`src/rtl/reg_dst_pipe.sv`:
```
// Write-destination select with a DEPTH-stage destination pipeline
// and youngest-first forwarding match against two source addresses.
module reg_dst_pipe #(
   parameter int unsigned AW       = 5,
   parameter int unsigned DEPTH    = 3,
   parameter int unsigned LINK_REG = 31
) (
   input  logic          clk,
   input  logic          rst_n,
   input  logic [AW-1:0] in_rt,
   input  logic [AW-1:0] in_rd,
   input  logic [1:0]    reg_dst,
   input  logic          reg_write,
   input  logic          stall,
   input  logic          flush,
   input  logic [AW-1:0] rs_addr,
   input  logic [AW-1:0] rt_addr,
   output logic [AW-1:0] wb_addr,
   output logic          wb_en,
   output logic [2:0]    fwd_rs,
   output logic [2:0]    fwd_rt
);

   logic [DEPTH:1][AW-1:0] addr_q, addr_d;
   logic [DEPTH:1]         valid_q, valid_d;
   logic [AW-1:0]          sel;

   always_comb begin
      sel = in_rt;
      unique case (reg_dst)
         2'd1:    sel = in_rd;
         2'd2:    sel = AW'(LINK_REG);
         default: sel = in_rt;
      endcase
   end

   always_comb begin
      addr_d  = '0;
      valid_d = '0;
      if (!(stall || flush)) begin
         addr_d[1]  = sel;
         valid_d[1] = reg_write && (sel != '0);
      end
      for (int k = 2; k < DEPTH; k++) begin
         if (!flush) begin
            addr_d[k]  = addr_q[k-1];
            valid_d[k] = valid_q[k-1];
         end
      end
      // The committing entry always advances, even across a flush
      addr_d[DEPTH]  = addr_q[DEPTH-1];
      valid_d[DEPTH] = valid_q[DEPTH-1];
   end

   always_ff @(posedge clk or negedge rst_n) begin
      if (!rst_n) begin
         addr_q  <= '0;
         valid_q <= '0;
      end else begin
         addr_q  <= addr_d;
         valid_q <= valid_d;
      end
   end

   always_comb begin
      fwd_rs = 3'd0;
      fwd_rt = 3'd0;
      for (int k = DEPTH; k >= 1; k--) begin
         if (valid_q[k] && addr_q[k] == rs_addr && rs_addr != '0)
            fwd_rs = 3'(k);
         if (valid_q[k] && addr_q[k] == rt_addr && rt_addr != '0)
            fwd_rt = 3'(k);
      end
   end

   assign wb_addr = addr_q[DEPTH];
   assign wb_en   = valid_q[DEPTH];

endmodule

```
`config.mk`:
```
export PLATFORM = sky130hd
export DESIGN_NAME = reg_dst_pipe
export DESIGN_NICKNAME = d
export VERILOG_FILES = /design/src/rtl/reg_dst_pipe.sv
export SDC_FILE = /design/constraint.sdc
export NUM_CORES = 1
export LEC_CHECK = 0
export CORE_MARGIN = 10
export CORE_UTILIZATION = 42
export DETAILED_ROUTE_END_ITERATION = 10
export PLACE_DENSITY = 0.83
export SLEW_MARGIN = 20
export SYNTH_ARGS = -nofsm -noshare
export SYNTH_HDL_FRONTEND = slang
export SYNTH_SLANG_ARGS = --single-unit
```
`constraint.sdc`:
```
create_clock -name clk -period 1.6 [get_ports clk]
set_clock_uncertainty 0.1 [all_clocks]
set_input_delay 0.16 -clock clk [delete_from_list [all_inputs] [get_ports clk]]
set_output_delay 0.16 -clock clk [all_outputs]
set_load 0.02 [all_outputs]
```
==> impl_metrics.env, run 1 <==
export IMPL_hold_path_class="input pin to asynchronous set/reset pin"
export IMPL_worstSetupPathType="flip-flop to output port"
export IMPL_final_min_clock_period_ps=2050
export IMPL_max_freq_mhz=487.8
export IMPL_synth_top_area_cell="dfrtp_1"
export IMPL_cts_tree="built"
export IMPL_synth_cell_area_sq_um=1129
export IMPL_num_vias=1065
export IMPL_min_period_over_period=1.281
export IMPL_synth_seq_area_share=0.3991
export IMPL_design_area_sq_um=1859
export IMPL_num_io_pins=39
export IMPL_clk_latency_ps=280
export IMPL_hpwlAfterDp_um=2511
export IMPL_fp_row_count=18
export IMPL_die_area_sq_um=5160
export IMPL_yosysWarnings=0
export IMPL_drc=0
export IMPL_vias_per_cell=5.120
export IMPL_grt_pass1_wl_um=5030
export IMPL_critical_path_top_delay_family="simple AND/OR/NAND/NOR gates"
export IMPL_area_growth_pct=64.74
export IMPL_intPower_uw=802.7
export IMPL_synth_top_family_by_area="XOR/XNOR gates"
export IMPL_power_switching_uw=285.1
export IMPL_synthCells=112
export IMPL_cts_buffers=3
export IMPL_drtIter0Drc=113
export IMPL_synth_fa_ha_area_frac=0.03326
export IMPL_port_buffers=36
export IMPL_wirelength_um=3308
export IMPL_vdd_drop_max_mv=0.4852
export IMPL_yosysTopAreaCellShare=0.3991
export IMPL_layout_nets=209
export IMPL_core_area_sq_um=2522
export IMPL_hold_violations=0
export IMPL_r2r_slack_ps=800
export IMPL_start_util=0.4474
export IMPL_dieWidth_um=71.84
export IMPL_p_per_area_nw_per_um2=585.1
export IMPL_timing_critical_path_buf_inv=1
export IMPL_placedCellCount=194
export IMPL_start_kind="flip-flop"
export IMPL_cp_max_fo=3
export IMPL_firstDrtPassIters=4
export IMPL_status="complete, but fails checks"
export IMPL_cts_sinks=18
export IMPL_synth_compound_area_share=0.08869
export IMPL_worstPathCellList="xnor2_1, nand4_1, or4_4, a21o_1, buf_6"
export IMPL_synthXorXnorAreaFrac=0.2328
export IMPL_synth_area_top_cells="dfrtp_1 40%, xnor2_1 17%, xor2_1 6.2%, buf_4 4.7%, nand4_1 3.9%"
export IMPL_grt_max_degree=19
export IMPL_finalSetupViolCount=4
export IMPL_wl_per_cell_um=15.90
export IMPL_synthSimpleGateAreaFrac=0.1863
export IMPL_num_antenna_cells=0
export IMPL_drive_gt1_frac=0.3596
export IMPL_hold_buffers=0
export IMPL_leakagePower_uw=0.0009085
export IMPL_ys_seq_elements=18
export IMPL_maxCapViolCount=0
export IMPL_muxShareOfSynthArea=0
export IMPL_violations="negative setup slack"
export IMPL_slowest_delay_ps=450
export IMPL_placed_cell_area_sq_um=1650
export IMPL_switching_share=0.2621
export IMPL_cts_path_max_buffers=2
export IMPL_crit_slowest_cell="or4_4"
export IMPL_end_kind="output port"
export IMPL_clkPwrFrac=0.243
export IMPL_die_h_um=71.84
export IMPL_p_comb_frac=0.304
export IMPL_grt_pass1_vias=1117
export IMPL_nFillCells=176
export IMPL_required_ps=1340
export IMPL_antenna_found_initial=0
export IMPL_final_cells=208
export IMPL_h_tree_depth=1
export IMPL_postSynthAreaPerCell_sq_um=10.08
export IMPL_drv_slew=0
export IMPL_ys_types=25
export IMPL_fin_tns_setup_ps=-1729
export IMPL_grt_use_total=0.1178
export IMPL_rsz0062_at_grt="yes"
export IMPL_place_worst_setup_slack_ps=-923.5
export IMPL_ff2ff_path_depth=1
export IMPL_place_congestion=0.9815
export IMPL_ant_nets=0
export IMPL_crit_cells=5
export IMPL_clk_pin_slew_worst_paths_ps=90
export IMPL_gr_total_overflow=0
export IMPL_seq_power_share=0.454
export IMPL_root_buffer="clkbuf_4"
export IMPL_setup_slack_ps=-450.0
export IMPL_critical_path_arrival_ps=1790
[layout by cell type, fill, tap and decap left out, types with 3 or more instances in the layout]
cell type and n:
a211o_1 4, buf_4 29, buf_6 7, clkbuf_4 3, clkdlybuf4s50_1 16, dfrtp_1 17
dlygate4sd2_1 14, nand2_1 3, nand4_1 7, nor2_1 5, nor2b_1 6, o21ai_2 4
xnor2_1 15, xnor2_2 7, xor2_1 8
[state kept, by name (all words and copies together) (netlist names)]
register and cells:
addr_d 5, addr_q 5, valid_q 3, wb_addr 5
[per-stage QoR]
stage | utilization | hold slack (ps) | total power (uW)
floorplan | - | -235.6 | 621.7
global placement | 0.6543 | 306.0 | 780.5
detailed placement | 0.6543 | 312.2 | 790.1
CTS | 0.6850 | 80.07 | 1063
global route | 0.7371 | 92.13 | 1145
finish | 0.7371 | 95.47 | 1088
[path summary, 6_finish.rpt]
| check | start | end |
|---|---|---|
| setup reg to reg | addr_q[0] | addr_d[10] |
| hold reg to reg | valid_q[2] | valid_q[3] |
| min in group clk | valid_q[2] | valid_q[3] |
| hold / removal | rst_n | valid_q[2] |
| max in group asynchronous | rst_n | addr_d[14] |
| setup / recovery | addr_d[12] | fwd_rs[0] |
[metal layers]
| layer | track usage | part of all wire |
|---|---|---|
| met5 | 0 | 0 |
| met4 | 0.04516 | 0.0085 |
| met3 | 0.04408 | 0.094 |
| met2 | 0.2186 | 0.51 |
| met1 | 0.1147 | 0.38 |
[synth_stat cells, drive strengths merged]
library cell  number
xnor2             22
or4                4
xor2               8
and2               1
o211a              1
nor3               2
nand2              3
a21o               2
nor2b              6
a211o              4
nor4               2
inv                3
dfrtp             18
conb               1
nand4              7
or2                1
nor2               7
o21ai              5
or3                2
buf                7
ha                 3
a21oi              3
[power by group through the flow]
| stage | Sequential [uW] | Combinational, uW | Clock, uW |
|---|---|---|---|
| floorplan | 498 | 123 | 0 |
| global placement | 503 | 277 | 0 |
| detailed placement | 504 | 286 | 0 |
| CTS | 493 | 294 | 276 |
| global route | 497 | 355 | 293 |
| finish | 493 | 330 | 264 |
[logic make-up (layout without fill, tap and decap cells)]
logic type,Yosys count,in the layout
XOR/XNOR,30,30
buffers and inverters,10,75
AND/OR/NAND/NOR,35,35
AO/OA/AOI/OAI,15,15
adder cells (fa/ha/maj),3,3
flip-flops,18,18
other,1,2
[what timing repair did]
item | in CTS | in global routing
hold endpoints to repair | 0 | 0
setup endpoints to repair | 10 | 6
resized for setup | 41 | 23
pin swaps | 7 | 13
buffers inserted | 5 | 5
[final cells by class]
cell class	count	area (sq um)	area share
multi-input combinational	85	718.2	0.3863
timing repair buffer	68	604.3	0.3250
sequential	18	451.7	0.2429
tap	30	37.54	0.02019
clock buffer	4	36.28	0.01952
inverter	3	11.26	0.006057
Power figures use the tool's default switching activity.
==> run 2, diff against run 1 <==
Settings changed: SETUP_SLACK_MARGIN from default to 0.5.
==> impl_metrics.env, run 2 (same netlist as run 1, synthesis figures left out) <==
export IMPL_required_ps=1340
export IMPL_met2_usage=0.2069
export IMPL_max_freq_mhz=492.5
export IMPL_maxCapViolCount=0
export IMPL_grtUsageMet1=0.1266
export IMPL_gr_total_overflow=0
export IMPL_r2r_slack_ps=800
export IMPL_place_congestion=0.8962
export IMPL_antenna_found_initial=0
export IMPL_layout_nets=200
export IMPL_h_tree_depth=1
export IMPL_multiInputGateArea_sq_um=695.7
export IMPL_grt_use_total=0.1214
export IMPL_hold_path_class="input pin to asynchronous set/reset pin"
export IMPL_p_per_area_nw_per_um2=581.8
export IMPL_hpwlAfterDp_um=2499
export IMPL_wl_per_cell_um=16.03
export IMPL_vias_per_cell=5.237
export IMPL_die_area_sq_um=5160
export IMPL_crit_end="fwd_rt[0]"
export IMPL_firstDrtPassIters=4
export IMPL_grt_max_degree=19
export IMPL_wirelength_um=3174
export IMPL_num_antenna_cells=0
export IMPL_start_kind="flip-flop"
export IMPL_num_io_pins=39
export IMPL_root_buffer="clkbuf_4"
export IMPL_slowest_delay_ps=450
export IMPL_seqCellArea_sq_um=450.4
export IMPL_drc=0
export IMPL_grt_pass1_wl_um=5126
export IMPL_num_vias=1037
export IMPL_critical_path_top_delay_family="simple AND/OR/NAND/NOR gates"
export IMPL_clk_pin_slew_worst_paths_ps=90
export IMPL_critical_path_arrival_ps=1770
export IMPL_drv_slew=0
export IMPL_cp_max_fo=3
export IMPL_cts_path_max_buffers=2
export IMPL_vdd_drop_max_mv=0.3845
export IMPL_status="complete, but fails checks"
export IMPL_ff2ff_path_depth=1
export IMPL_placedCellCount=188
export IMPL_crit_cells=5
export IMPL_crit_slowest_cell="or4_4"
export IMPL_reg2reg_from="addr_q[1]"
export IMPL_area_growth_pct=57.32
export IMPL_drtIter0Drc=52
export IMPL_fp_row_count=18
export IMPL_cts_buffers=3
export IMPL_worstPathCellList="xnor2_1, nand4_1, or4_4, a21o_1, buf_6"
export IMPL_layout_commonest_cell="xnor2_1"
export IMPL_die_h_um=71.84
export IMPL_setup_slack_ps=-430.4
export IMPL_drive_gt1_frac=0.3393
export IMPL_rsz0062_at_grt="yes"
export IMPL_violations="negative setup slack"
export IMPL_timing_critical_path_buf_inv=1
export IMPL_cts_tree="built"
export IMPL_cts_sinks=18
export IMPL_leakagePower_uw=0.0007990
export IMPL_final_cells=198
export IMPL_finalPower_uw=1033
export IMPL_worstSetupPathType="flip-flop to output port"
export IMPL_cp_startpoint="addr_d[14]"
export IMPL_grt_pass1_vias=1144
export IMPL_end_kind="output port"
export IMPL_hold_violations=0
export IMPL_nFillCells=200
export IMPL_dieWidth_um=71.84
export IMPL_final_cell_mix="22 x xnor2_1, 19 x buf_4, 18 x dfrtp_1, 15 x buf_6, 13 x clkdlybuf4s50_1"
export IMPL_ant_nets=0
export IMPL_port_buffers=36
export IMPL_core_area_sq_um=2522
export IMPL_final_min_clock_period_ps=2030
export IMPL_finalSetupViolCount=4
export IMPL_r2r_end="addr_d[11]"
export IMPL_min_period_over_period=1.269
export IMPL_grt_busiest_layer="met2"
export IMPL_clk_latency_ps=280
export IMPL_grtUsageMet3=0.02479
export IMPL_start_util=0.4474
## run 2: final cells by class
class                           instances  area share
Sequential cell                        18      0.2537
Clock buffer                            3     0.01269
Multi-Input combinational cell         85      0.3918
Inverter                                3    0.009161
Timing Repair Buffer                   59      0.3115
Tap cell                               30     0.02114
## run 2: report_power, final
part	leakage [uW]	internal (uW)	switching, uW
combinational	0.000540	192	136
clock	0.0000138	87.3	121
sequential	0.000246	473	23.5
## run 2: how the worst min path moves through the flow
stage / to / slack (ps) / startpoint / cells after the start
floorplan: addr_d[10] / -240 / rst_n / 0
CTS: valid_q[1] / 80 / rst_n / 2
detailed placement: valid_q[3] / 310 / valid_q[2] / 0
finish: valid_q[3] / 90 / rst_n / 2
global route: wb_addr[2] / 100 / rst_n / 2
global placement: valid_q[3] / 310 / valid_q[2] / 0
## run 2: stage by stage
step	area [sq um]	setup TNS, ps	utilization	setup slack [ps]	hold WS (ps)
global route	1775	-2048	0.7039	-531.7	95.95
floorplan	1179	0	-	34.19	-235.6
finish	1775	-1560	0.7039	-430.4	88.37
detailed placement	1644	-4610	0.6518	-968.0	308.7
global placement	1644	-4375	0.6518	-950.4	306.5
CTS	1765	-1685	0.6999	-469.0	82.28
## run 2: layer usage
metal / routed length, um / vias to the layer above
met5: 0 / -
met4: 99 / 0
met3: 206 / 8
met2: 1615 / 41
met1: 1252 / 498
li1: - / 490
## run 2: timing repair
action / 4_1_cts / 5_1_grt
setup endpoints to repair: 16 / 12
hold buffers: 0 / 0
setup buffers: 7 / 0
gates resized for setup: 93 / 4
gates cloned: 0 / 0
pin swaps: 14 / 1
==> run 3, diff against run 2 <==
Settings changed: CAP_MARGIN from default to 40, PLACE_DENSITY 0.83 to 0.75.
==> impl_metrics.env, run 3 (same netlist as run 1, synthesis figures left out) <==
export IMPL_layout_commonest_cell="xnor2_1"
export IMPL_setup_slack_ps=-447.7
export IMPL_end_kind="output port"
export IMPL_num_antenna_cells=0
export IMPL_ant_nets=0
export IMPL_nFillCells=179
export IMPL_placedCellCount=187
export IMPL_grt_use_total=0.1181
export IMPL_rsz0062_at_grt="yes"
export IMPL_min_period_over_period=1.280
export IMPL_num_vias=1042
export IMPL_clk_pin_slew_worst_paths_ps=90
export IMPL_finalPower_uw=1058
export IMPL_port_buffers=36
export IMPL_switching_share=0.2806
export IMPL_hold_violations=0
export IMPL_layout_nets=200
export IMPL_final_cell_mix="22 x xnor2_1, 20 x buf_6, 16 x dfrtp_1, 14 x buf_4"
export IMPL_clkPwrFrac=0.198
export IMPL_required_ps=1340
export IMPL_status="complete, but fails checks"
export IMPL_vias_per_cell=5.263
export IMPL_leakagePower_uw=0.0008065
export IMPL_final_cells=198
export IMPL_design_area_sq_um=1842
export IMPL_place_congestion=0.8369
export IMPL_grt_pass1_wl_um=5023
export IMPL_area_growth_pct=63.19
export IMPL_wl_per_cell_um=16.43
export IMPL_topRoutingLayerUsed="met4"
export IMPL_power_switching_uw=297.0
export IMPL_start_kind="input pin"
export IMPL_fp_row_count=18
export IMPL_cts_path_max_buffers=2
export IMPL_cts_buffers=3
export IMPL_num_io_pins=39
export IMPL_hold_path_class="input pin to asynchronous set/reset pin"
export IMPL_root_buffer="clkbuf_4"
export IMPL_p_comb_frac=0.334
export IMPL_grt_pass1_vias=1118
export IMPL_finalSetupViolCount=4
export IMPL_dr_wl_met3_um=263
export IMPL_met1Wirelength_um=1243
export IMPL_intPower_uw=761.2
export IMPL_dr_wl_met2_um=1652
export IMPL_final_min_clock_period_ps=2048
export IMPL_max_freq_mhz=488.4
export IMPL_dieWidth_um=71.84
export IMPL_die_area_sq_um=5160
export IMPL_worstSetupPathType="input pin to output port"
export IMPL_maxCapViolCount=0
export IMPL_core_area_sq_um=2522
export IMPL_vdd_drop_max_mv=0.4985
export IMPL_drive_gt1_frac=0.3869
export IMPL_final_core_util=0.7302
export IMPL_gr_total_overflow=0
export IMPL_hold_buffers=0
export IMPL_p_per_area_nw_per_um2=574.6
export IMPL_cts_sinks=18
export IMPL_die_h_um=71.84
export IMPL_violations="negative setup slack"
export IMPL_seqCellArea_sq_um=452.9
export IMPL_antenna_found_initial=0
export IMPL_firstDrtPassIters=4
export IMPL_drtIter0Drc=42
export IMPL_hpwlAfterDp_um=2443
export IMPL_placed_cell_area_sq_um=1637
export IMPL_drv_slew=0
export IMPL_drc=0
export IMPL_start_util=0.4474
export IMPL_grt_max_degree=19
export IMPL_wirelength_um=3253
export IMPL_cp_max_fo=4
export IMPL_clk_latency_ps=280
export IMPL_multiInputGateArea_sq_um=738.2
export IMPL_seq_power_share=0.469
export IMPL_cts_tree="built"
export IMPL_critical_path_arrival_ps=1790
export IMPL_h_tree_depth=1
[run 3: final cells by class]
type                            instances  area share
Sequential cell                        18      0.2459
Multi-Input combinational cell         85      0.4008
Clock buffer                            3     0.01223
Timing Repair Buffer                   59      0.3098
Tap cell                               30     0.02038
Inverter                                3     0.01087
[run 3: routing by layer]
layer  vias up  global-route usage
met5         -                   0
met4         0             0.05161
met3        11             0.04270
met2        41              0.2088
met1       499              0.1220
li1        491                   -
[run 3: worst paths after layout]
check	from	to	slack, ps	cells after the start
max reg2reg	addr_q[3]	addr_d[13]	810	1
min reg2reg	valid_q[2]	valid_q[3]	340	0
max	rt_addr[1]	fwd_rt[0]	-450	5
min in group clk	reg_write	valid_q[1]	340	2
max in group asynchronous	rst_n	wb_addr[1]	1100	2
min	rst_n	wb_addr[3]	100	2
[run 3: power groups by stage]
| stage | Combinational (uW) | Sequential (uW) | Clock, uW |
|---|---|---|---|
| floorplan | 131 | 498 | 0 |
| global route | 378 | 498 | 239 |
| finish | 353 | 496 | 209 |
| CTS | 313 | 496 | 216 |
| global placement | 271 | 504 | 0 |
| detailed placement | 279 | 504 | 0 |
[run 3: metrics by stage]
stage / setup TNS [ps] / setup slack (ps) / hold slack [ps]
after floorplan: 0 / 34.19 / -235.6
after global placement: -4251 / -921.1 / 316.6
after detailed placement: -4554 / -962.7 / 315.2
after CTS: -1623 / -450.2 / 92.22
after global routing: -2001 / -527.9 / 110.4
final: -1614 / -447.7 / 95.67
[run 3: worst max-delay path: stages]
cell             delay, ps
clkdlybuf4s50_1        550
xor2_1                 220
or4_4                  540
a21o_1                 180
buf_6                  130
[run 3: timing repair]
| action | 4_1_cts | 5_1_grt |
|---|---|---|
| pin swaps | 13 | 5 |
| buffers inserted | 8 | 0 |
| gates resized for setup | 96 | 19 |
| setup endpoints to repair | 16 | 12 |
| gates cloned | 0 | 0 |
